## src/rtl/conv_stream_pkg.sv

```systemverilog
// conv_stream_pkg: FSM state type and stream width default shared by the framer files.
package conv_stream_pkg;
    localparam int DATA_WIDTH_DEF = 16;
    typedef enum logic {IDLE, RUN} state_t;
endpackage

```

## src/rtl/stream_skid2.sv

```systemverilog
// stream_skid2: 2-entry FIFO-ordered valid/ready buffer; the writer is trusted never to overfill it.
module stream_skid2
    import conv_stream_pkg::*;
#(
    parameter int DW = DATA_WIDTH_DEF
) (
    input  logic          clk,
    input  logic          rst,
    input  logic          in_valid,
    input  logic [DW-1:0] in_data,
    output logic          out_valid,
    input  logic          out_ready,
    output logic [DW-1:0] out_data,
    output logic [1:0]    occ
);
    logic [DW-1:0] mem_q [2];
    logic [DW-1:0] mem_d [2];
    logic          rd_ptr_q, rd_ptr_d, wr_ptr_q, wr_ptr_d;
    logic [1:0]    occ_q, occ_d;
    logic          pop;

    assign out_valid = occ_q != 2'd0;
    assign out_data  = out_valid ? mem_q[rd_ptr_q] : '0;
    assign occ       = occ_q;

    always_comb begin
        mem_d = mem_q;
        if (in_valid) mem_d[wr_ptr_q] = in_data;
        pop      = out_valid && out_ready;
        wr_ptr_d = wr_ptr_q ^ in_valid;
        rd_ptr_d = rd_ptr_q ^ pop;
        occ_d    = occ_q + {1'b0, in_valid} - {1'b0, pop};
    end

    always_ff @(posedge clk) begin
        if (rst) begin
            mem_q    <= '{default: '0};
            rd_ptr_q <= 1'b0;
            wr_ptr_q <= 1'b0;
            occ_q    <= 2'd0;
        end else begin
            mem_q    <= mem_d;
            rd_ptr_q <= rd_ptr_d;
            wr_ptr_q <= wr_ptr_d;
            occ_q    <= occ_d;
        end
    end
endmodule

```

## src/rtl/afifo_rd_framer.sv

```systemverilog
// afifo_rd_framer: reads one IMG_W x IMG_H frame from a FIFO read port and emits it as a tagged valid/ready stream.
module afifo_rd_framer
    import conv_stream_pkg::*;
#(
    parameter int DATA_WIDTH = DATA_WIDTH_DEF,
    parameter int IMG_W      = 32,
    parameter int IMG_H      = 32
) (
    input  logic                  clk,
    input  logic                  rst,
    input  logic                  start,
    output logic                  busy,
    output logic                  frame_done,
    output logic                  fifo_rd_en,
    input  logic [DATA_WIDTH-1:0] fifo_rd_data,
    input  logic                  fifo_rd_empty,
    output logic                  m_valid,
    input  logic                  m_ready,
    output logic [DATA_WIDTH-1:0] m_data,
    output logic                  m_sof,
    output logic                  m_eof,
    output logic                  m_sol,
    output logic                  m_eol
);
    localparam int NPIX = IMG_W * IMG_H;
    localparam int IW   = $clog2(NPIX + 1);
    localparam int XW   = $clog2(IMG_W + 1);
    localparam int YW   = $clog2(IMG_H + 1);

    state_t          state_q, state_d;
    logic            infl_q, infl_d;
    logic            frame_done_q, frame_done_d;
    logic [IW-1:0]   issued_q, issued_d;
    logic [XW-1:0]   x_q, x_d;
    logic [YW-1:0]   y_q, y_d;
    logic [1:0]      occ;
    logic            pop, last_x, last_y, eof_hs;

    stream_skid2 #(.DW(DATA_WIDTH)) u_skid (
        .clk      (clk),
        .rst      (rst),
        .in_valid (infl_q),
        .in_data  (fifo_rd_data),
        .out_valid(m_valid),
        .out_ready(m_ready),
        .out_data (m_data),
        .occ      (occ)
    );

    // Tags describe the head word, whose position is exactly the handshake counters.
    assign last_x     = x_q == XW'(IMG_W - 1);
    assign last_y     = y_q == YW'(IMG_H - 1);
    assign m_sol      = m_valid && x_q == '0;
    assign m_eol      = m_valid && last_x;
    assign m_sof      = m_sol && y_q == '0;
    assign m_eof      = m_eol && last_y;
    assign busy       = state_q == RUN;
    assign frame_done = frame_done_q;

    always_comb begin
        pop    = m_valid && m_ready;
        eof_hs = pop && last_x && last_y;
        // Reserve a slot for the word already in flight so the buffer can never overflow.
        fifo_rd_en = state_q == RUN && !fifo_rd_empty && issued_q < IW'(NPIX) &&
                     ({1'b0, occ} + {2'b0, infl_q} - {2'b0, pop}) <= 3'd1;
        state_d      = (state_q == IDLE) ? (start ? RUN : IDLE) : (eof_hs ? IDLE : RUN);
        infl_d       = fifo_rd_en;
        frame_done_d = eof_hs;
        issued_d     = eof_hs ? '0 : issued_q + IW'(fifo_rd_en);
        x_d          = (eof_hs || (pop && last_x)) ? '0 : x_q + XW'(pop);
        y_d          = eof_hs ? '0 : (pop && last_x) ? y_q + YW'(1) : y_q;
    end

    always_ff @(posedge clk) begin
        if (rst) begin
            state_q      <= IDLE;
            infl_q       <= 1'b0;
            frame_done_q <= 1'b0;
            issued_q     <= '0;
            x_q          <= '0;
            y_q          <= '0;
        end else begin
            state_q      <= state_d;
            infl_q       <= infl_d;
            frame_done_q <= frame_done_d;
            issued_q     <= issued_d;
            x_q          <= x_d;
            y_q          <= y_d;
        end
    end
endmodule
```

## config.mk

```make
export PLATFORM = sky130hd
export DESIGN_NAME = afifo_rd_framer
export DESIGN_NICKNAME = d
export VERILOG_FILES = /design/src/rtl/conv_stream_pkg.sv /design/src/rtl/stream_skid2.sv /design/src/rtl/afifo_rd_framer.sv
export SDC_FILE = /design/constraint.sdc
export NUM_CORES = 1
export LEC_CHECK = 0
export ABC_AREA = 1
export BUFFER_PORTS_ARGS = -buffer_cell sky130_fd_sc_hd__buf_4
export CELL_PAD_IN_SITES_DETAIL_PLACEMENT = 1
export CELL_PAD_IN_SITES_GLOBAL_PLACEMENT = 1
export CORE_MARGIN = 5
export CORE_UTILIZATION = 30
export DETAILED_ROUTE_END_ITERATION = 6
export PLACE_DENSITY = 0.72
export SLEW_MARGIN = 10
export SYNTH_ARGS = -nofsm -noshare
export SYNTH_HDL_FRONTEND = slang
export SYNTH_HIERARCHICAL = 1
export SYNTH_SLANG_ARGS = --single-unit
```

## constraint.sdc

```tcl
create_clock -name clk -period 3.5 [get_ports clk]
set_input_delay 0.35 -clock clk [delete_from_list [all_inputs] [get_ports clk]]
set_output_delay 0.35 -clock clk [all_outputs]
set_load 0.005 [all_outputs]
```

==> impl_metrics.csv, run 1 <==
group,metric,value,unit
synth,ys_ff_latch,62,
global_route,grtUsageMet1,16.37,%
timing,max_freq,319.0,MHz
global_route,grt_max_degree,35,
power_and_ir_drop,peakVddDrop,0.1886,mV
global_route,grt.busiest_layer,"met2",
cts,ctsResizeCount,0,
synth,muxShareOfSynthArea,0,%
worst_setup_path,cp_data_arrival_time,3340,ps
power_and_ir_drop,leakagePower,1.524,nW
worst_setup_path,crit_type,"reg -> reg",
timing,finalSetupViolations,0,
routing,drt_iter0_drc,92,
floorplan,core-area,0.009729,mm^2
cts,clockRootBuffer,"clkbuf_8",
cts,cts_tree,"yes",
cells_and_area,antenna_cells,0,
synth,synth-async-reset-ratio,0,%
timing,finalHoldViolations,0,
global_route,grtUsageMet3,4.345,%
synth,synth-xor-area-share,3.822,%
placed_design,dpl-instance-area,0.003354,mm^2
synth,synth_compound_area_share,10.96,%
floorplan,die_w,109.7,um
synth,synth_flop_cell,"dfxtp_1",
timing,grt_setup_unrepaired,"no",
synth,synth_edf_count,0,
placed_design,dp_hpwl,5394,um
global_route,grt-ovfl-total,0,
global_route,grt_use_met2,23.71,%
hold_path,hp-class,"in -> reg",
cells_and_area,fin_util,36.59,%
synth,yosys_warnings,6,
global_route,grt_usage,13.61,%
worst_setup_path,cp_max_fo,5,
cts,h-tree-depth,3,
routing,via_per_inst,4.580,
floorplan,placementRows,36,
floorplan,start_util,30.62,%
cts,numCtsBuffers,9,
timing,setup_ws,365.2,ps
synth,netlist_area,0.002979,mm^2
timing,maxSlewViolCount,0,
global_route,antenna_found_initial,0,
global_route,grt_pass1_vias,2785,
routing,routed_wl,7595,um
placed_design,place.port_buffers,44,
cells_and_area,syn_to_final_growth,19.49,%
placed_design,place_congestion,0.7968,
cells_and_area,stdcell_area,0.003560,mm^2
worst_setup_path,cp-start-kind,"flop",
floorplan,dieArea,0.01202,mm^2
floorplan,fp.dieH,109.7,um
worst_setup_path,required,3710,ps
synth,yosysSeqAreaShare,41.66,%
timing,worst_slew_pin_slew,911.0,ps
cts,post-cts-setup-buffer-count,0,
floorplan,pin_count,45,
synth,syn_area_per_cell,7.248,um^2
placed_design,dp_slack,325.9,ps
timing,clock_skew,13.20,ps
synth,syn-num-nets,443,
run,max_cap_viol_count,0,
worst_setup_path,cp-end-kind,"flop",
cts,clockBufferDepth,2,
routing,drtAntennaViolNets,0,
power_and_ir_drop,power_density,526.5,mW/mm^2
synth,synthDistinctLibCells,27,
global_route,grt_pass1_wl,12940,um
cts,path_clk_slew,70,ps
synth,synth_adder_area_share,4.872,%
cells_and_area,stdcell_count,590,
routing,drt_first_pass_iters,4,
synth,yosys.area_share.simple,29.44,%
cts,cts.sinks,62,
cts,ctsHoldBuffers,0,
timing,finalSetupTns,0,ps
synth,synth_top_family_by_area,"simple AND/OR/NAND/NOR gates",
timing,slew_headroom,39.20,%
cells_and_area,drive_above_1_share,18.16,%
synth,synthCells,411,
placed_design,post-place-cells,574,
routing,drcViolationCount,0,
routing,vias,2702,
cells_and_area,fin_nets,484,
cts,clock_latency,340,ps
timing,period_minus_slack,3135,ps
run_status,status,"finished, final reports clean",
timing,fin_crit_sh,89.57,%
routing,routedWlPerCell,12.87,um
metrics by stage:
step,power (mW),hold slack [ps]
after detailed placement,1.249,476.8
after floorplan,1.100,416.7
after global routing,2.009,222.8
final,1.874,240.8
after CTS,1.913,216.2
after global placement,1.233,467.0
state kept, by name (all words and copies together) (netlist names):
signal	cells
frame_done	1
y_q	6
issued_q	11
u_skid/wr_ptr_q	1
u_skid/rd_ptr_q	1
u_skid/occ	2
busy	1
infl_q	1
u_skid/mem_q	32
x_q	6
Yosys cell counts, types with 3 or more instances:
cell | count | area, um^2
nor2_1 | 90 | 337.8
nand2_1 | 80 | 300.3
dfxtp_1 | 62 | 1241
inv_1 | 35 | 131.4
o21ai_0 | 34 | 170.2
a21oi_1 | 25 | 125.1
nand3_1 | 14 | 70.07
nor2_2 | 12 | 75.07
ha_1 | 10 | 125.1
xor2_1 | 9 | 78.83
nor3_1 | 6 | 30.03
buf_6 | 5 | 56.30
buf_4 | 4 | 30.03
xnor2_1 | 4 | 35.03
buf_2 | 3 | 15.01
nand2_2 | 3 | 18.77
layout make-up:
type | count | area [um^2]
Timing Repair Buffer | 44 | 330.3
Sequential cell | 62 | 1241
Tap cell | 133 | 166.4
Multi-Input combinational cell | 296 | 1463
Inverter | 39 | 153.9
Clock inverter | 6 | 67.56
Fill cell | 1241 | 6170
Clock buffer | 10 | 137.6
worst paths after layout:
kind              depth (start not counted)                startpoint                          to  slack [ps]
setup reg to reg                         16  u_skid/occ[1]$_SDFF_PP0_      issued_q[8]$_SDFF_PP0_         370
hold / removal                            2                       rst  u_skid/wr_ptr_q$_SDFF_PP0_         240
hold reg to reg                           2         x_q[5]$_SDFF_PP0_           x_q[5]$_SDFF_PP0_         480
setup / recovery                         16  u_skid/occ[1]$_SDFF_PP0_      issued_q[8]$_SDFF_PP0_         370
where the power goes:
group	internal, mW	total (mW)	leakage [nW]	switching (mW)
Clock	0.352	0.652	0.0993	0.300
Sequential	0.762	0.831	0.501	0.0683
Combinational	0.150	0.391	0.923	0.242
Total	1.26	1.87	1.52	0.610
logic make-up after synthesis:
kind of cell,after synthesis
compound gates,62
xor+xnor,13
fa+ha+maj,11
buf+inv,53
flops,62
simple gates,210
cells in the final DEF (no fill, tap or decap):
| master | n |
|---|---|
| a21oi_1 | 25 |
| buf_4 | 44 |
| bufinv_16 | 1 |
| clkbuf_8 | 10 |
| clkinv_2 | 1 |
| clkinv_4 | 1 |
| clkinvlp_4 | 2 |
| dfxtp_1 | 62 |
| fa_1 | 1 |
| ha_1 | 10 |
| inv_1 | 35 |
| inv_2 | 2 |
| inv_4 | 1 |
| inv_6 | 2 |
| nand2_1 | 80 |
| nand2_2 | 3 |
| nand3_1 | 14 |
| nand3_2 | 1 |
| nand4_1 | 2 |
| nor2_1 | 90 |
| nor2_2 | 12 |
| nor2_4 | 2 |
| nor3_1 | 6 |
| o21ai_0 | 34 |
| o21ai_4 | 1 |
| o21bai_1 | 2 |
| xnor2_1 | 4 |
| xor2_1 | 9 |
critical path: stages (launching register included):
cell	delay (ps)
dfxtp_1	480
inv_1	100
nand2_1	140
nand2_1	150
xnor2_1	170
ha_1	170
inv_1	60
fa_1	470
nand3_1	90
nor2_1	180
ha_1	190
ha_1	210
nand3_1	120
nor2_1	170
nand2_1	90
xor2_1	170
nor2_2	40
per-layer routing:
metal	vias to the layer above	routed length (um)
met5	-	0
met4	0	24
met3	2	455
met2	59	3626
met1	1272	3488
li1	1369	-
(Power assumes the default switching activity.)
==> inputs of run 2 (changes only) <==
RECOVER_POWER = 50   (was default)
==> run 2 against run 1 <==
Compared with the run above: count of clock-buffer cells in the layout unchanged; routed wire length down 0.42%; first-iteration DRC count down 15%; clock power about the same; fmax up 2.2%; critical path depth unchanged.
==> impl_metrics.csv, run 2 (synthesis results as in run 1) <==
group,metric,value,unit
cells_and_area,multiInputGateArea,0.001448,mm^2
global_route,grt_max_degree,35,
placed_design,place.port_buffers,44,
cells_and_area,top_regs,"u_skid/mem_q (32), issued_q (11)",
global_route,grt_pass1_wl,12940,um
timing,worst_slew_pin_slew,1294,ps
worst_setup_path,required,3710,ps
routing,vias,2715,
timing,maxSlewViolCount,0,
cts,numCtsBuffers,9,
timing,max_freq,326.0,MHz
global_route,grt-ovfl-total,0,
global_route,grt_pass1_vias,2785,
timing,slew_headroom,13.45,%
floorplan,dieArea,0.01202,mm^2
routing,wl_met1,3466,um
routing,drt_first_pass_iters,4,
cells_and_area,final_cell_mix,"nor2_1 (92), nand2_1 (80), dfxtp_1 (62), buf_4 (40), inv_1 (37)",
cts,clockBufferDepth,2,
cells_and_area,regArea,0.001241,mm^2
timing,finalSetupTns,0,ps
cts,path_clk_slew,70,ps
routing,routed_wl,7563,um
worst_setup_path,reg2regPathDepth,16,
timing,period_minus_slack,3067,ps
power_and_ir_drop,peakVddDrop,0.1880,mV
floorplan,placementRows,36,
cells_and_area,n_fill_cell,1242,
cts,post-cts-setup-buffer-count,0,
placed_design,dp_hpwl,5394,um
cts,cts.sinks,62,
floorplan,core-area,0.009729,mm^2
worst_setup_path,cp-startpoint,"u_skid/occ[1]$_SDFF_PP0_",
power_and_ir_drop,power_density,525.7,mW/mm^2
timing,fin_crit_sh,87.63,%
cells_and_area,fin_util,36.43,%
timing,finalHoldViolations,0,
timing,grt_setup_unrepaired,"no",
worst_setup_path,reg2reg_from,"u_skid/occ[1]$_SDFF_PP0_",
routing,via_per_inst,4.602,
cells_and_area,final_common_cell,"nor2_1",
run_status,status,"finished, final reports clean",
worst_setup_path,cp_max_fo,5,
routing,routedWlPerCell,12.82,um
worst_setup_path,reg2reg_slack,430,ps
cts,h-tree-depth,3,
cells_and_area,drive_above_1_share,17.07,%
routing,highest_layer,"met4",
worst_setup_path,cp_data_arrival_time,3270,ps
worst_setup_path,r2r_end,"issued_q[8]$_SDFF_PP0_",
worst_setup_path,cp-end-kind,"flop",
routing,wl_met2,3603,um
placed_design,place_congestion,0.7968,
cts,clockRootBuffer,"clkbuf_8",
cells_and_area,antenna_cells,0,
cells_and_area,largest_reg_flops,32,
routing,drcViolationCount,0,
floorplan,fp.dieH,109.7,um
worst_setup_path,crit_type,"reg -> reg",
timing,finalSetupViolations,0,
cells_and_area,regMostFlops,"u_skid/mem_q",
routing,drt_iter0_drc,78,
cts,cts_tree,"yes",
cts,ctsHoldBuffers,0,
global_route,antenna_found_initial,0,
global_route,grt_usage,13.61,%
floorplan,pin_count,45,
cells_and_area,fin_nets,484,
timing,clock_skew,12.63,ps
worst_setup_path,setup.worst_path.end,"issued_q[8]$_SDFF_PP0_",
floorplan,die_w,109.7,um
worst_setup_path,cp-start-kind,"flop",
cts,ctsResizeCount,0,
routing,met3_length,425,um
run,max_cap_viol_count,0,
power_and_ir_drop,leakagePower,1.519,nW
cells_and_area,syn_to_final_growth,18.98,%
hold_path,hp-class,"in -> reg",
floorplan,start_util,30.62,%
routing,drtAntennaViolNets,0,
cts,clock_latency,340,ps
==> run 2: final cells by class <==
cell class	count	share of cell area, %
Clock buffer	10	3.883
Clock inverter	6	1.906
Inverter	39	4.342
Multi-Input combinational cell	296	40.84
Sequential cell	62	35.02
Tap cell	133	4.695
Timing Repair Buffer	44	9.319
==> run 2: metrics by stage <==
step	cell area (um^2)	setup WS, ps	hold slack (ps)	cells	total power, mW
6_report	3545	433.0	238.4	590	1.863
5_1_grt	3545	88.66	222.8	590	1.998
4_1_cts	3560	281.1	216.2	590	1.913
3_5_place_dp	3354	325.9	476.8	574	1.249
3_3_place_gp	3354	557.5	467.0	574	1.233
2_1_floorplan	2979	684.8	416.7	411	1.100
==> run 2: where the power goes <==
group	leakage, nW	switching (mW)	total [mW]	internal [mW]
Sequential	0.501	0.0639	0.826	0.762
Combinational	0.918	0.240	0.385	0.145
Clock	0.0993	0.300	0.652	0.352
==> run 2: worst max-delay path, stage by stage (launching register included) <==
cell	delay (ps)
dfxtp_1	440
inv_1	90
nand2_1	130
nand2_1	150
xnor2_1	170
ha_1	170
inv_1	60
fa_1	470
nand3_1	90
nor2_1	180
ha_1	190
ha_1	210
nand3_1	120
nor2_1	170
nand2_1	90
xor2_1	170
nor2_2	40
==> run 2: layer usage <==
| metal | up-vias | global-route usage (%) |
|---|---|---|
| met5 | - | 0 |
| met1 | 1283 | 16.37 |
| met4 | 0 | 2.939 |
| met2 | 55 | 23.71 |
| met3 | 8 | 4.345 |
| li1 | 1369 | - |
==> run 2: how the worst min path moves through the flow <==
stage | to | startpoint | cells after the start
4_1_cts | u_skid/wr_ptr_q$_SDFF_PP0_ | rst | 2
3_5_place_dp | x_q[5]$_SDFF_PP0_ | x_q[5]$_SDFF_PP0_ | 2
5_1_grt | u_skid/occ[0]$_SDFF_PP0_ | rst | 2
2_1_floorplan | u_skid/wr_ptr_q$_SDFF_PP0_ | rst | 1
3_3_place_gp | x_q[5]$_SDFF_PP0_ | x_q[5]$_SDFF_PP0_ | 2
6_report | u_skid/wr_ptr_q$_SDFF_PP0_ | rst | 2
